===== src/rtl/muldiv_if.sv =====
// Handshake and result bundle between the control unit and the multiply/divide unit.
interface muldiv_if #(
    parameter int WIDTH = 32
);
    logic             start;
    logic [1:0]       op;
    logic [WIDTH-1:0] a;
    logic [WIDTH-1:0] b;
    logic [WIDTH-1:0] hi;
    logic [WIDTH-1:0] lo;
    logic             ready;
    logic             busy;
    logic             div_zero;

    modport master (
        output start, op, a, b,
        input  hi, lo, ready, busy, div_zero
    );

    modport slave (
        input  start, op, a, b,
        output hi, lo, ready, busy, div_zero
    );
endinterface


===== src/rtl/muldiv_unit.sv =====
// Iterative signed/unsigned multiply (shift-add) and restoring divide, one bit
// per cycle. Operands are reduced to magnitudes on entry; signs are re-applied
// in a single fix-up cycle before the registered hi/lo are updated.
module muldiv_unit #(
    parameter int WIDTH = 32
) (
    input  logic     clk,
    input  logic     reset,
    muldiv_if.slave  bus
);
    localparam int CNT_W = $clog2(WIDTH);

    typedef enum logic [1:0] {
        S_IDLE = 2'd0,
        S_CALC = 2'd1,
        S_FIX  = 2'd2,
        S_DONE = 2'd3
    } state_t;

    state_t           r_state;
    state_t           w_state_next;

    logic [CNT_W-1:0] r_cnt;
    logic             r_is_div;
    logic             r_sa;
    logic             r_sb;
    // Multiplicand for multiply, divisor for divide.
    logic [WIDTH-1:0] r_opnd;
    // {acc_hi, acc_lo}: product accumulator, or {remainder, quotient}.
    logic [WIDTH-1:0] r_acc_hi;
    logic [WIDTH-1:0] r_acc_lo;
    logic [WIDTH-1:0] r_hi;
    logic [WIDTH-1:0] r_lo;
    logic             r_ready;
    logic             r_busy;
    logic             r_div_zero;

    // Operand decode, valid only while idle with start asserted.
    logic             w_op_signed;
    logic             w_op_div;
    logic             w_a_neg;
    logic             w_b_neg;
    logic [WIDTH-1:0] w_a_abs;
    logic [WIDTH-1:0] w_b_abs;
    logic             w_div_by_zero;

    assign w_op_signed   = ~bus.op[0];
    assign w_op_div      = bus.op[1];
    assign w_a_neg       = w_op_signed & bus.a[WIDTH-1];
    assign w_b_neg       = w_op_signed & bus.b[WIDTH-1];
    // Most-negative value maps onto itself, which is its correct unsigned magnitude.
    assign w_a_abs       = w_a_neg ? -bus.a : bus.a;
    assign w_b_abs       = w_b_neg ? -bus.b : bus.b;
    assign w_div_by_zero = w_op_div && (bus.b == '0);

    // Multiply step: conditional add with carry kept in the extra bit.
    logic [WIDTH:0]   w_mul_sum;
    assign w_mul_sum = {1'b0, r_acc_hi} + (r_acc_lo[0] ? {1'b0, r_opnd} : '0);

    // Divide step: remainder shifted left with the next dividend bit, then trial subtract.
    logic [WIDTH:0]   w_rem_shift;
    logic [WIDTH:0]   w_trial;
    logic             w_trial_ok;
    assign w_rem_shift = {r_acc_hi, r_acc_lo[WIDTH-1]};
    assign w_trial     = w_rem_shift - {1'b0, r_opnd};
    assign w_trial_ok  = ~w_trial[WIDTH];

    // Sign fix-up; sign flags are zero for unsigned ops so those pass through.
    logic [2*WIDTH-1:0] w_prod;
    logic [2*WIDTH-1:0] w_prod_fix;
    logic [WIDTH-1:0]   w_quo_fix;
    logic [WIDTH-1:0]   w_rem_fix;
    assign w_prod     = {r_acc_hi, r_acc_lo};
    assign w_prod_fix = (r_sa ^ r_sb) ? -w_prod : w_prod;
    assign w_quo_fix  = (r_sa ^ r_sb) ? -r_acc_lo : r_acc_lo;
    assign w_rem_fix  = r_sa ? -r_acc_hi : r_acc_hi;

    // State register.
    always_ff @(posedge clk or negedge reset) begin
        if (!reset) begin
            r_state <= S_IDLE;
        end else begin
            r_state <= w_state_next;
        end
    end

    // Next-state logic; divide by zero skips the datapath entirely.
    always_comb begin
        w_state_next = r_state;
        case (r_state)
            S_IDLE: begin
                if (bus.start) begin
                    w_state_next = w_div_by_zero ? S_DONE : S_CALC;
                end
            end
            S_CALC: begin
                if (r_cnt == '0) begin
                    w_state_next = S_FIX;
                end
            end
            S_FIX:   w_state_next = S_DONE;
            S_DONE:  w_state_next = S_IDLE;
            default: w_state_next = S_IDLE;
        endcase
    end

    // Datapath, counter and registered outputs.
    always_ff @(posedge clk or negedge reset) begin
        if (!reset) begin
            r_cnt      <= '0;
            r_is_div   <= 1'b0;
            r_sa       <= 1'b0;
            r_sb       <= 1'b0;
            r_opnd     <= '0;
            r_acc_hi   <= '0;
            r_acc_lo   <= '0;
            r_hi       <= '0;
            r_lo       <= '0;
            r_ready    <= 1'b0;
            r_busy     <= 1'b0;
            r_div_zero <= 1'b0;
        end else begin
            r_ready <= (w_state_next == S_DONE);
            r_busy  <= (w_state_next != S_IDLE);
            case (r_state)
                S_IDLE: begin
                    if (bus.start) begin
                        if (w_div_by_zero) begin
                            r_div_zero <= 1'b1;
                        end else begin
                            r_cnt    <= CNT_W'(WIDTH - 1);
                            r_is_div <= w_op_div;
                            r_sa     <= w_a_neg;
                            r_sb     <= w_b_neg;
                            r_acc_hi <= '0;
                            if (w_op_div) begin
                                r_opnd   <= w_b_abs;
                                r_acc_lo <= w_a_abs;
                            end else begin
                                r_opnd   <= w_a_abs;
                                r_acc_lo <= w_b_abs;
                            end
                        end
                    end
                end
                S_CALC: begin
                    if (r_cnt != '0) begin
                        r_cnt <= r_cnt - 1'b1;
                    end
                    if (r_is_div) begin
                        r_acc_hi <= w_trial_ok ? w_trial[WIDTH-1:0] : w_rem_shift[WIDTH-1:0];
                        r_acc_lo <= {r_acc_lo[WIDTH-2:0], w_trial_ok};
                    end else begin
                        r_acc_hi <= w_mul_sum[WIDTH:1];
                        r_acc_lo <= {w_mul_sum[0], r_acc_lo[WIDTH-1:1]};
                    end
                end
                S_FIX: begin
                    r_div_zero <= 1'b0;
                    if (r_is_div) begin
                        r_hi <= w_rem_fix;
                        r_lo <= w_quo_fix;
                    end else begin
                        r_hi <= w_prod_fix[2*WIDTH-1:WIDTH];
                        r_lo <= w_prod_fix[WIDTH-1:0];
                    end
                end
                default: ;
            endcase
        end
    end

    assign bus.hi       = r_hi;
    assign bus.lo       = r_lo;
    assign bus.ready    = r_ready;
    assign bus.busy     = r_busy;
    assign bus.div_zero = r_div_zero;
endmodule


===== src/flat_wrapper.sv =====
// flat-port wrapper written by rule: the top's interface ports become plain ports
module muldiv_unit_flat 
#(
    parameter int WIDTH = 32
)
  (clk, reset, bus_start, bus_op, bus_a, bus_b, bus_hi, bus_lo, bus_ready, bus_busy, bus_div_zero);
  muldiv_if #(.WIDTH(WIDTH)) bus_i ();
  input  logic clk;
  input  logic reset;
  input wire logic [$bits(bus_i.start)-1:0] bus_start;
  input wire logic [$bits(bus_i.op)-1:0] bus_op;
  input wire logic [$bits(bus_i.a)-1:0] bus_a;
  input wire logic [$bits(bus_i.b)-1:0] bus_b;
  output wire logic [$bits(bus_i.hi)-1:0] bus_hi;
  output wire logic [$bits(bus_i.lo)-1:0] bus_lo;
  output wire logic [$bits(bus_i.ready)-1:0] bus_ready;
  output wire logic [$bits(bus_i.busy)-1:0] bus_busy;
  output wire logic [$bits(bus_i.div_zero)-1:0] bus_div_zero;
  assign bus_i.start = bus_start;
  assign bus_i.op = bus_op;
  assign bus_i.a = bus_a;
  assign bus_i.b = bus_b;
  assign bus_hi = bus_i.hi;
  assign bus_lo = bus_i.lo;
  assign bus_ready = bus_i.ready;
  assign bus_busy = bus_i.busy;
  assign bus_div_zero = bus_i.div_zero;
  muldiv_unit #(.WIDTH(WIDTH)) u_core (.clk(clk), .reset(reset), .bus(bus_i));
endmodule

===== config.mk =====
export PLATFORM = sky130hd
export DESIGN_NAME = muldiv_unit_flat
export DESIGN_NICKNAME = d
export VERILOG_FILES = /design/src/rtl/muldiv_if.sv /design/src/rtl/muldiv_unit.sv /design/src/flat_wrapper.sv
export SDC_FILE = /design/constraint.sdc
export NUM_CORES = 1
export LEC_CHECK = 0
export BUFFER_PORTS_ARGS = -buffer_cell sky130_fd_sc_hd__buf_2
export CAP_MARGIN = 20
export CORE_ASPECT_RATIO = 0.8
export CORE_MARGIN = 5
export CORE_UTILIZATION = 30
export DETAILED_ROUTE_END_ITERATION = 8
export PLACE_DENSITY_LB_ADDON = 0.2
export SETUP_SLACK_MARGIN = 0.05
export SYNTH_ARGS = -nofsm -noshare
export SYNTH_HDL_FRONTEND = slang
export SYNTH_SLANG_ARGS = --single-unit

===== constraint.sdc =====
create_clock -name clk -period 5.9 [get_ports clk]
set_input_delay 0.885 -clock clk [delete_from_list [all_inputs] [get_ports clk]]
set_output_delay 0.885 -clock clk [all_outputs]
set_load 0.05 [all_outputs]

==> flow_summary_export.csv <==
group,metric,value,unit
run_status,status,"complete, no violations",
clock_tree,clockBufferDepth,2,
final_layout,nNetsFinal,2112,
synthesis,ys_types,82,
run,drv_cap,0,
detailed_routing,top_layer,"met5",
detailed_routing,wl_met1,27.6,mm
timing,hold_violations,0,
detailed_routing,dr_wl_met2,22.6,mm
floorplan,die_h,210,um
detailed_routing,drt_wl_total,55.2,mm
global_route,grt_pass1_vias,13500,
clock_tree,h-tree-depth,4,
worst_setup_path,path_delay_family,"simple AND/OR/NAND/NOR gates",
clock_tree,cts.clk_slew.worst_paths,80,ps
floorplan,die_x,260,um
worst_setup_path,crit_path_start_kind,"input pin",
placement,hpwl,43.1,mm
synthesis,synth_top_family_by_area,"compound AO/OA/AOI/OAI gates",
timing,finalClockSkew,19.7,ps
detailed_routing,vias_per_cell,5.50,
global_route,grt_pass1_wl,83.5,mm
final_layout,final_cells,2661,
worst_setup_path,crit_type,"input pin to flip-flop",
final_layout,drive_gt1_frac,0.118,
synthesis,synth_top_area_cell,"dfrtp_1",
synthesis,ys_warn_count,0,
synthesis,synth_edf_count,0,
synthesis,synth_compound_area_frac,0.244,
synthesis,async_flop_share,1.00,
detailed_routing,routedWlPerCell,20.7,um
worst_setup_path,cp_num_buf_inv,3,
clock_tree,clock_latency,470,ps
worst_setup_path,cp.depth,13,
clock_tree,cts_root_buf,"clkbuf_16",
global_route,antenna_found_initial,4,
floorplan,core,0.0495,sq mm
synthesis,yosys.area_share.adder,0.0604,
timing,tns,0,ps
worst_setup_path,crit_arrival,4500,ps
synthesis,synth_area_leaders,"dfrtp_1, o21ai_0, ha_1",
detailed_routing,wl_met3,3.73,mm
clock_tree,postCtsSetupBuffers,0,
timing,tightest_slew,939,ps
worst_setup_path,max_stage_delay,580,ps
detailed_routing,route.antenna.remaining_nets,0,
worst_setup_path,end_kind,"flip-flop",
synthesis,synthXorXnorAreaFrac,0.101,
hold_path,holdCritPathClass,"input pin to async pin",
synthesis,synth_seq_cells,173,
pwr,power_density,619,mW/mm^2
synthesis,syn_area_per_cell,7.79,sq um
placement,place_congestion,0.894,
worst_setup_path,reg2reg_depth,10,
global_route,overflow,0,
worst_setup_path,cp_cell_sequence,"buf_2 > inv_1 > ha_1 > or4b_1 > nor4_2 > nand3_1 > o41ai_2 > a21o_2 > buf_4 > nand2_1 > o2111ai_1 > a21oi_1 > a211oi_1",
detailed_routing,first_iter_violations,1395,
clock_tree,cts-buffers-inserted,17,
synthesis,syn_nets,2058,
global_route,grt_usage,0.196,
pwr,vdd_drop_max,0.000273,V
pwr,p_leak,7.25,nW
synthesis,ys.flop_type,"dfrtp_1",
synthesis,yosysSeqAreaShare,0.290,
final_layout,syn_to_final_growth,12.3,%
clock_tree,cts_tree,"yes",
clock_tree,ctsResizeCount,0,
synthesis,synth_top_area_frac,0.290,
synthesis,muxShareOfSynthArea,0.0369,
synthesis,synth_cells,1918,
floorplan,fp.dieArea,0.0544,sq mm
floorplan,rows,73,
timing,fmax,0.243,GHz
floorplan,io-pin-count,136,
timing,fin_crit,4120,ps
timing,post-route-period-util,0.698,
timing,rsz0062_at_grt,"false",
final_layout,layout_common_cells,"nand2_1, o21ai_0, dfrtp_1",
synthesis,synth_area,0.0149,sq mm
worst_setup_path,path_max_fanout,69,
clock_tree,cts-hold-fix-buffers,0,
timing,slew_headroom,0.369,
final_layout,mostFrequentLayoutCell,"nand2_1",
final_layout,design_area,0.0168,sq mm
placement,placed_cells,2626,
floorplan,initial_utilization,0.302,
clock_tree,cts_sinks,173,
synthesis,synth-simple-area-share,0.218,
detailed_routing,dr.pass1.iters,6,
placement,port_buffers,135,
detailed_routing,via_count,14600,
timing,maxSlewViolCount,0,
placement,place_area,0.0162,sq mm
detailed_routing,drc_errors,0,
global_route,grt_max_degree,126,
worst_setup_path,critical-path-slowest-cell,"buf_4",
timing,final-setup-viol-count,0,
worst_setup_path,crit_required,6280,ps
[power breakdown]
| group | leakage, nW | total, W | switching (W) | internal (W) |
|---|---|---|---|---|
| Sequential | 2.22 | 0.00230 | 0.000719 | 0.00158 |
| Clock | 0.291 | 0.00116 | 0.000535 | 0.000626 |
| Combinational | 4.73 | 0.00694 | 0.00427 | 0.00267 |
| Total | 7.25 | 0.0104 | 0.00552 | 0.00487 |
[metal layers]
layer,global-route usage,vias up
met5,0,-
met4,0.0554,4
met3,0.0356,68
met2,0.275,479
met1,0.306,7063
li1,-,7027
[final timing paths]
check	startpoint	end	slack [ps]
min in group clk	u_core.bus.hi[31]$_DFFE_PN0P_	u_core.bus.hi[31]$_DFFE_PN0P_	480
worst max register to register	u_core.r_acc_hi[24]$_DFFE_PN0P_	u_core.r_acc_hi[19]$_DFFE_PN0P_	1840
worst max-delay path	bus_b[0]	u_core.r_acc_hi[27]$_DFFE_PN0P_	1780
worst min register to register	u_core.bus.hi[31]$_DFFE_PN0P_	u_core.bus.hi[31]$_DFFE_PN0P_	480
worst min-delay path	reset	u_core.bus.hi[15]$_DFFE_PN0P_	380
max in group asynchronous	reset	u_core.r_opnd[1]$_DFFE_PN0P_	4410
[final cells by class]
type                       instances  area [sq um]
sequential                       173          4330
tap                              675           845
timing repair buffer             160           882
inverter                          63           236
fill                            5250         32700
clock inverter                    12           120
antenna                            1          2.50
clock buffer                      20           467
multi-input combinational       1557          9910
[cell usage after synthesis (all sizes together) (16+ instances only)]
master  instances
dfrtp         173
nor2          167
xor2           83
a22oi          16
or3            25
clkbuf         99
nand2b         20
a21o           23
buf            26
inv            63
mux2i          45
a21oi         143
o21ai         203
nor3           40
o41ai          16
o31ai          25
xnor2          89
nor4           20
nand3          63
a211oi         20
nand2         229
a31oi          25
ha             69
nor2b          20
o211ai         22
[sequential cells by signal, indices dropped and copies added, names as in the netlist]
signal	cells
u_core.r_sa	1
u_core.bus.busy	1
u_core.r_sb	1
u_core.bus.div_zero	1
u_core.r_acc_hi	32
u_core.bus.hi	32
u_core.r_cnt	5
u_core.r_state	2
u_core.r_opnd	32
u_core.bus.lo	32
u_core.r_acc_lo	32
u_core.bus.ready	1
u_core.r_is_div	1
[through the flow]
stage	total power, W	utilization	hold slack [ps]	setup slack (ps)
after detailed placement	0.00912	0.327	466	1390
final	0.0104	0.339	378	1780
after global routing	0.0112	0.339	409	1490
after CTS	0.0103	0.339	371	1880
after floorplan	0.00708	-	450	2410
after global placement	0.00905	0.327	458	1440
[kinds of logic after synthesis]
logic type,Yosys count
AO/OA/AOI/OAI,585
adder cells (fa/ha/maj),71
buffers and inverters,188
multiplexers,54
AND/OR/NAND/NOR,675
flip-flops,173
XOR/XNOR,172
Note: power is estimated with default switching activity, not from simulation.
